<file path="src/rtl/i2s_audio_tx.sv">
// Philips I2S serialiser: BCK derived by dividing clk, 64-BCK frames, one-bit data delay.
// Optional build macro I2S_UNSIGNED_IN_EN selects offset-binary sample inputs.
module i2s_audio_tx #(
  parameter int CLK_DIV_HALF = 8,
  parameter int SAMPLE_WIDTH = 16
) (
  input  logic                    clk,
  input  logic                    reset_n,
  input  logic [SAMPLE_WIDTH-1:0] left_in,
  input  logic [SAMPLE_WIDTH-1:0] right_in,
  input  logic                    mute,
  output logic                    sample_strobe,
  output logic                    i2s_bck,
  output logic                    i2s_lrck,
  output logic                    i2s_data
);

  localparam int DIV_W = $clog2(CLK_DIV_HALF);
  localparam logic [DIV_W-1:0] DIV_LAST = DIV_W'(CLK_DIV_HALF - 1);

  logic [DIV_W-1:0]        div_cnt_q, div_cnt_d;
  logic                    bck_q, bck_d;
  logic [5:0]              bit_cnt_q, bit_cnt_d;
  logic                    lrck_q, lrck_d;
  logic                    data_q, data_d;
  logic                    strobe_q, strobe_d;
  logic [SAMPLE_WIDTH-1:0] left_q, left_d;
  logic [SAMPLE_WIDTH-1:0] right_q, right_d;

  logic                    div_wrap;
  logic                    bck_fall;
  logic [5:0]              next_bit;
  logic [4:0]              sel;
  logic [31:0]             left_al;
  logic [31:0]             right_al;
  logic                    slot_bit;
  logic [SAMPLE_WIDTH-1:0] msb_mask;

  always_ff @(posedge clk or negedge reset_n) begin
    if (!reset_n) begin
      div_cnt_q <= '0;
      bck_q     <= 1'b0;
      bit_cnt_q <= '0;
      lrck_q    <= 1'b0;
      data_q    <= 1'b0;
      strobe_q  <= 1'b0;
      left_q    <= '0;
      right_q   <= '0;
    end else begin
      div_cnt_q <= div_cnt_d;
      bck_q     <= bck_d;
      bit_cnt_q <= bit_cnt_d;
      lrck_q    <= lrck_d;
      data_q    <= data_d;
      strobe_q  <= strobe_d;
      left_q    <= left_d;
      right_q   <= right_d;
    end
  end

  always_comb begin
    div_wrap  = (div_cnt_q == DIV_LAST);
    bck_fall  = div_wrap & bck_q;
    div_cnt_d = div_wrap ? '0 : div_cnt_q + 1'b1;
    bck_d     = div_wrap ? ~bck_q : bck_q;

    msb_mask = '0;
    msb_mask[SAMPLE_WIDTH-1] = 1'b1;

    // Samples MSB-aligned in a 32-bit slot: slot bit k (1..31) is index 32-k, and
    // the zero-filled low bits give the padding. Index 0 holds the LSB only when
    // SAMPLE_WIDTH is 32, which is what the slot-0 position of the next half needs.
    left_al  = 32'(left_q) << (32 - SAMPLE_WIDTH);
    right_al = 32'(right_q) << (32 - SAMPLE_WIDTH);
    next_bit = bit_cnt_q + 6'd1;
    sel      = 5'd0 - next_bit[4:0];
    if (next_bit[4:0] == 5'd0) begin
      slot_bit = next_bit[5] ? left_al[0] : right_al[0];
    end else begin
      slot_bit = next_bit[5] ? right_al[sel] : left_al[sel];
    end

    bit_cnt_d = bit_cnt_q;
    lrck_d    = lrck_q;
    data_d    = data_q;
    strobe_d  = 1'b0;
    left_d    = left_q;
    right_d   = right_q;

    if (bck_fall) begin
      bit_cnt_d = next_bit;
      lrck_d    = next_bit[5];
      data_d    = slot_bit;
      if (bit_cnt_q == 6'd63) begin
        strobe_d = 1'b1;
`ifdef I2S_UNSIGNED_IN_EN
        left_d   = mute ? '0 : (left_in ^ msb_mask);
        right_d  = mute ? '0 : (right_in ^ msb_mask);
`else
        left_d   = mute ? '0 : left_in;
        right_d  = mute ? '0 : right_in;
`endif
      end
    end
  end

  assign sample_strobe = strobe_q;
  assign i2s_bck       = bck_q;
  assign i2s_lrck      = lrck_q;
  assign i2s_data      = data_q;

endmodule
</file>
<file path="config.mk">
export PLATFORM = sky130hd
export DESIGN_NAME = i2s_audio_tx
export DESIGN_NICKNAME = d
export VERILOG_FILES = /design/src/rtl/i2s_audio_tx.sv
export SDC_FILE = /design/constraint.sdc
export NUM_CORES = 1
export LEC_CHECK = 0
export CAP_MARGIN = 20
export CORE_AREA = 5 5 70 72
export DETAILED_ROUTE_END_ITERATION = 8
export DIE_AREA = 0 0 75 77
export PLACE_DENSITY = 0.82
export SLEW_MARGIN = 20
export SYNTH_ARGS = -nofsm -noshare
export SYNTH_HDL_FRONTEND = slang
export SYNTH_SLANG_ARGS = --single-unit
</file>
<file path="constraint.sdc">
create_clock -name clk -period 4.5 [get_ports clk]
set_input_delay 0.9 -clock clk [delete_from_list [all_inputs] [get_ports clk]]
set_output_delay 0.9 -clock clk [all_outputs]
set_load 0.02 [all_outputs]
</file>
### After elaboration in Yosys (flattened, before gate mapping)

Cells that the tools add are included.

* reductions and logical operators: 2
* order comparisons: 1
* $add $sub $neg: 3
* equal/unequal tests: 2
* bitwise gates (word level): 2
* muxes and demuxes: 11

Operator list (number)
* 2-to-1 mux 16 bit: 2
* binary-select mux 1 bit (select 5 bit): 2
* adder 6 x 1 -> 6 bit, second input constant: 1
* == test 6 bit, second input constant: 1
* < comparator 5 x 6 -> 1 bit, second input constant: 1
* 2-to-1 mux 1 bit: 6
* zero test 5 bit: 1
* subtractor 1 x 5 -> 5 bit, first input constant: 1
* adder 3 x 1 -> 3 bit, second input constant: 1
* == test 3 bit, second input constant: 1
* 2-to-1 mux 3 bit: 1
* AND reduction 2 bit: 1
* AND 1 bit: 1
* inverter 1 bit: 1

* register bits: 45
* logic and storage cells: 29
* output and inout port bits: 4
* input bits: 35

### Depth between registers and ports, before layout

* word-level depth: 6
* depth in mapped cells: 10
* mapped depth without buffers: 8

### Worst setup path before layout

OpenSTA, ideal clock, no wires.

* kind: flip-flop to flip-flop
* from: register bit_cnt_q[0]
* to: register data_q, in the netlist i2s_data
* path slack: 2.268 ns
* path buffers: 1
* library setup time: 0.126 ns
* cell stages (with the launch flop): 9
* required time: 4.374 ns
* arrival time: 2.106 ns
* clock period less this slack: 2.232 ns
* cell sequence: dfrtp_1 > ha_1 > buf_6 > or3_4 > o21a_1 > o211ai_4 > a21oi_1 > o31a_1 > a221o_1

* word-level cells in the longest chain between the ends: 6
* elaborated cells on any way between the ends: 9
* those cells by class: 2 x add/sub; 6 x mux; 1 x reduce/logical

RTL lines
* start, declared: RTL line 23 `logic [5:0] bit_cnt_q, bit_cnt_d;`
* start signal, assigned: RTL line 52 `bit_cnt_q <= bit_cnt_d;`
* adder 6 x 1 -> 6 bit (*): RTL line 75 `next_bit = bit_cnt_q + 6'd1;`
* net next_bit[1]: RTL line 32 `logic [5:0] next_bit;`
* subtractor 1 x 5 -> 5 bit: RTL line 76 `sel = 5'd0 - next_bit[4:0];`
* binary-select mux 1 bit (select 5 bit): RTL line 80 `slot_bit = next_bit[5] ? right_al[sel] : left_al[sel];`
* 2-to-1 mux 1 bit (not written as such): RTL line 80
* 2-to-1 mux 1 bit: RTL line 80
* 2-to-1 mux 1 bit (*): RTL line 77 `if (next_bit[4:0] == 5'd0) begin`
* end signal, assigned: RTL line 54 `data_q <= data_d;`
* end, declared: RTL line 25 `logic data_q, data_d;`

The timed path passes the listed nets; every way through them passes the cells marked *. The select of a mux whose other input is x is not followed.
A chain may end at the register's enable or synchronous reset.

### Final worst setup path

Same ends and word-level chain as after synthesis.

==> reports/results.txt <==
Post-synth top area cell -> dfrtp_1
Cell Pwr Density -> 247 nW/um^2
Root Driver -> clkbuf_8
First-pass GRT wire length -> 6800 um
Vias -> 1574
Initial DRC count -> 99
DIE AREA -> 5780 sq um
Final core occ -> 64.2%
Vias in the first global route -> 1591
Cts bufs inserted -> 5
Flops & latches, synth -> 44
Clock tree buffer depth -> 2
Initial antenna violation count -> 0
Slack of the critical path -> 1.82 ns
Clock transition at path regs -> 0.07 ns
HP Class -> reg2reg
Number of I/O port buffers -> 38
Total GRT Usage -> 15.3%
WL/cell -> 13.1 um
Shortest period the worst path allows -> 2.68 ns
Max Cap Violations -> 0
Fill count -> 321
# rows -> 24
Setup crit end kind -> flop
Antenna diode instance count -> 0
Final WL -> 3910 um
Highest Clock Rate -> 0.373 GHz
Post-synthesis sequential area ratio -> 48.3%
Hold_buf cts -> 0
Clk Latency, worst-skew pair -> 0.29 ns
Syn nets -> 256
Slew headroom -> 37.6%
Mapped cell area -> 2280 sq um
Layout area overhead -> 19.3%
CP Launch Type -> flop
GPL Wtd Cong -> 0.860
Count leader, synth -> dfrtp_1
Cell leakage power -> 0.00118 uW
EDFF count, synth -> 0
Top FF cell, synth -> dfrtp_1
Asr flop ratio synth -> 100%
Largest net degree at the start of global routing -> 66
WP data required -> 4.68 ns
Netlist cell types -> 33
Worst VDD drop -> 0.163 mV
Critical path class -> reg2reg
Initial Util -> 53.8%
DRT Pass-1 Iters -> 4
Final Skew -> 0.00492 ns
Setup WS pre-CTS -> 1.80 ns
Status -> finished, final reports clean
Core area -> 4230 sq um
Total clock sinks -> 44
RSZ-0062 raised after global routing -> false
Final setup fails -> 0
Crit path DAT -> 2.86 ns
Layout cells sized above 1 -> 5.67%
Total number of H-tree levels -> 2
DR vias/cell -> 5.26
Hold_ws -> 0.425 ns
Total gr overflow -> 0
Slew @ Worst Pin -> 0.937 ns
Post-DRT Antenna Nets -> 0
Ratio of final minimum period to clock period -> 59.6%
Syn. warnings -> 0
IO Count -> 39
Die height -> 77 um
Nets@finish -> 286
Share of the synthesized area in the top cell type -> 48.3%
Commonest cells post-synth -> dfrtp_1, nand2_1, nand2b_1
Die Wd -> 75 um
DRC viols -> 0
Cells after synthesis -> 217
CTS tree -> built
Hold Fails Final Rpt -> 0
Fin. max-slew vios -> 0
Post-CTS Setup Inserts -> 0
Setup_tns -> 0 ns
Worst-path fanout max -> 14
Number of gates resized after CTS -> 0
Final Power -> 671 uW
Syn avg cell area -> 10.5 sq um
Dominant cells by area after synthesis -> dfrtp_1, nand2b_1, mux4_1
Reg2Reg Setup Slack -> 1.82 ns
-- layout make-up --
type / instances / area (sq um) / area share (%)
sequential: 44 / 1100 / 40.5
multi-input combinational: 157 / 1100 / 40.3
timing repair buffer: 38 / 375 / 13.8
clock buffer: 6 / 72.6 / 2.67
tap: 52 / 65.1 / 2.39
clock inverter: 1 / 5.00 / 0.184
inverter: 1 / 3.75 / 0.138
-- power by group --
part / switching (uW) / internal [uW] / leakage, uW
Clock: 122 / 105 / 0.0000410
Combinational: 16.4 / 32.1 / 0.000708
Sequential: 0 / 395 / 0.000428
-- per-stage QoR --
| step | cell area (sq um) | cells |
|---|---|---|
| detailed placement | 2640 | 292 |
| global route | 2720 | 299 |
| floorplan | 2280 | 217 |
| global placement | 2640 | 292 |
| CTS | 2720 | 299 |
| finish | 2720 | 299 |
-- logic make-up (layout without fill, tap and decap cells) --
family / after synthesis / in the layout / share of synthesized area [%]
AOI/OAI and AO/OA: 39 / 39 / 10.3
and+or+nand+nor: 94 / 94 / 21.6
muxes: 11 / 11 / 10.5
adders and majority gates: 4 / 4 / 2.20
DFF: 44 / 44 / 48.3
xor gates and xnor gates: 9 / 9 / 3.46
buffers and inverters: 16 / 46 / 3.62
-- final timing paths --
kind / start / endpoint / depth (start not counted)
setup / recovery: bit_cnt_q[0]$_DFFE_PN0P_ / i2s_data$_DFFE_PN0P_ / 7
hold / removal: div_cnt_q[0]$_DFF_PN0_ / div_cnt_q[0]$_DFF_PN0_ / 1
setup reg to reg: bit_cnt_q[0]$_DFFE_PN0P_ / i2s_data$_DFFE_PN0P_ / 7
hold reg to reg: div_cnt_q[0]$_DFF_PN0_ / div_cnt_q[0]$_DFF_PN0_ / 1
max in group asynchronous: reset_n / sample_strobe$_DFF_PN0_ / 1
min in group asynchronous: reset_n / right_q[10]$_DFFE_PN0P_ / 1
-- per-layer routing --
| layer | vias up | share of wire, % | track usage [%] |
|---|---|---|---|
| met1 | 737 | 47 | 19.3 |
| li1 | 794 | - | - |
| met3 | 8 | 5.3 | 5.23 |
| met2 | 35 | 46 | 24.0 |
| met4 | 0 | 1.7 | 5.69 |
| met5 | - | 0 | 0 |
-- cell usage in the layout, fill, tap and decap left out --
cell type        netlist  layout
dfrtp_1               44      44
nand2_1               41      41
clkdlybuf4s50_1        0      37
nand2b_1              34      34
o21ai_0               32      32
mux4_1                 8       8
xor2_1                 5       5
clkbuf_8               0       5
nor2_1                 4       4
xnor2_1                4       4
ha_1                   4       4
nand3_1                3       3
mux2i_1                3       3
o21a_1                 2       2
and2_0                 1       1
or2_2                  1       1
inv_1                  1       1
and3_1                 1       1
nand4_1                1       1
and2b_2                1       1
nand4bb_1              1       1
or2b_2                 1       1
or3_4                  1       1
o2111ai_2              1       1
o211ai_4               1       1
nand3b_1               1       1
nor2b_1                1       1
a21oi_1                1       1
and3b_1                1       1
and3_2                 1       1
o31a_1                 1       1
a221o_1                1       1
clkbuf_1              11       1
clkinv_2               0       1
buf_2                  0       1
-- registers in the layout, indices dropped and copies added, names as in the netlist --
| register | flops |
|---|---|
| bit_cnt_q | 6 |
| i2s_bck | 1 |
| div_cnt_q | 3 |
| right_q | 16 |
| i2s_data | 1 |
| sample_strobe | 1 |
| left_q | 16 |
-- critical path: stages (launching register included) --
cell and delay, ns:
dfrtp_1 0.58, ha_1 0.62, and2b_2 0.28, o21a_1 0.21, o211ai_4 0.24, a21oi_1 0.06
o31a_1 0.30, a221o_1 0.26
No activity file was read; power rests on OpenSTA's default activity.
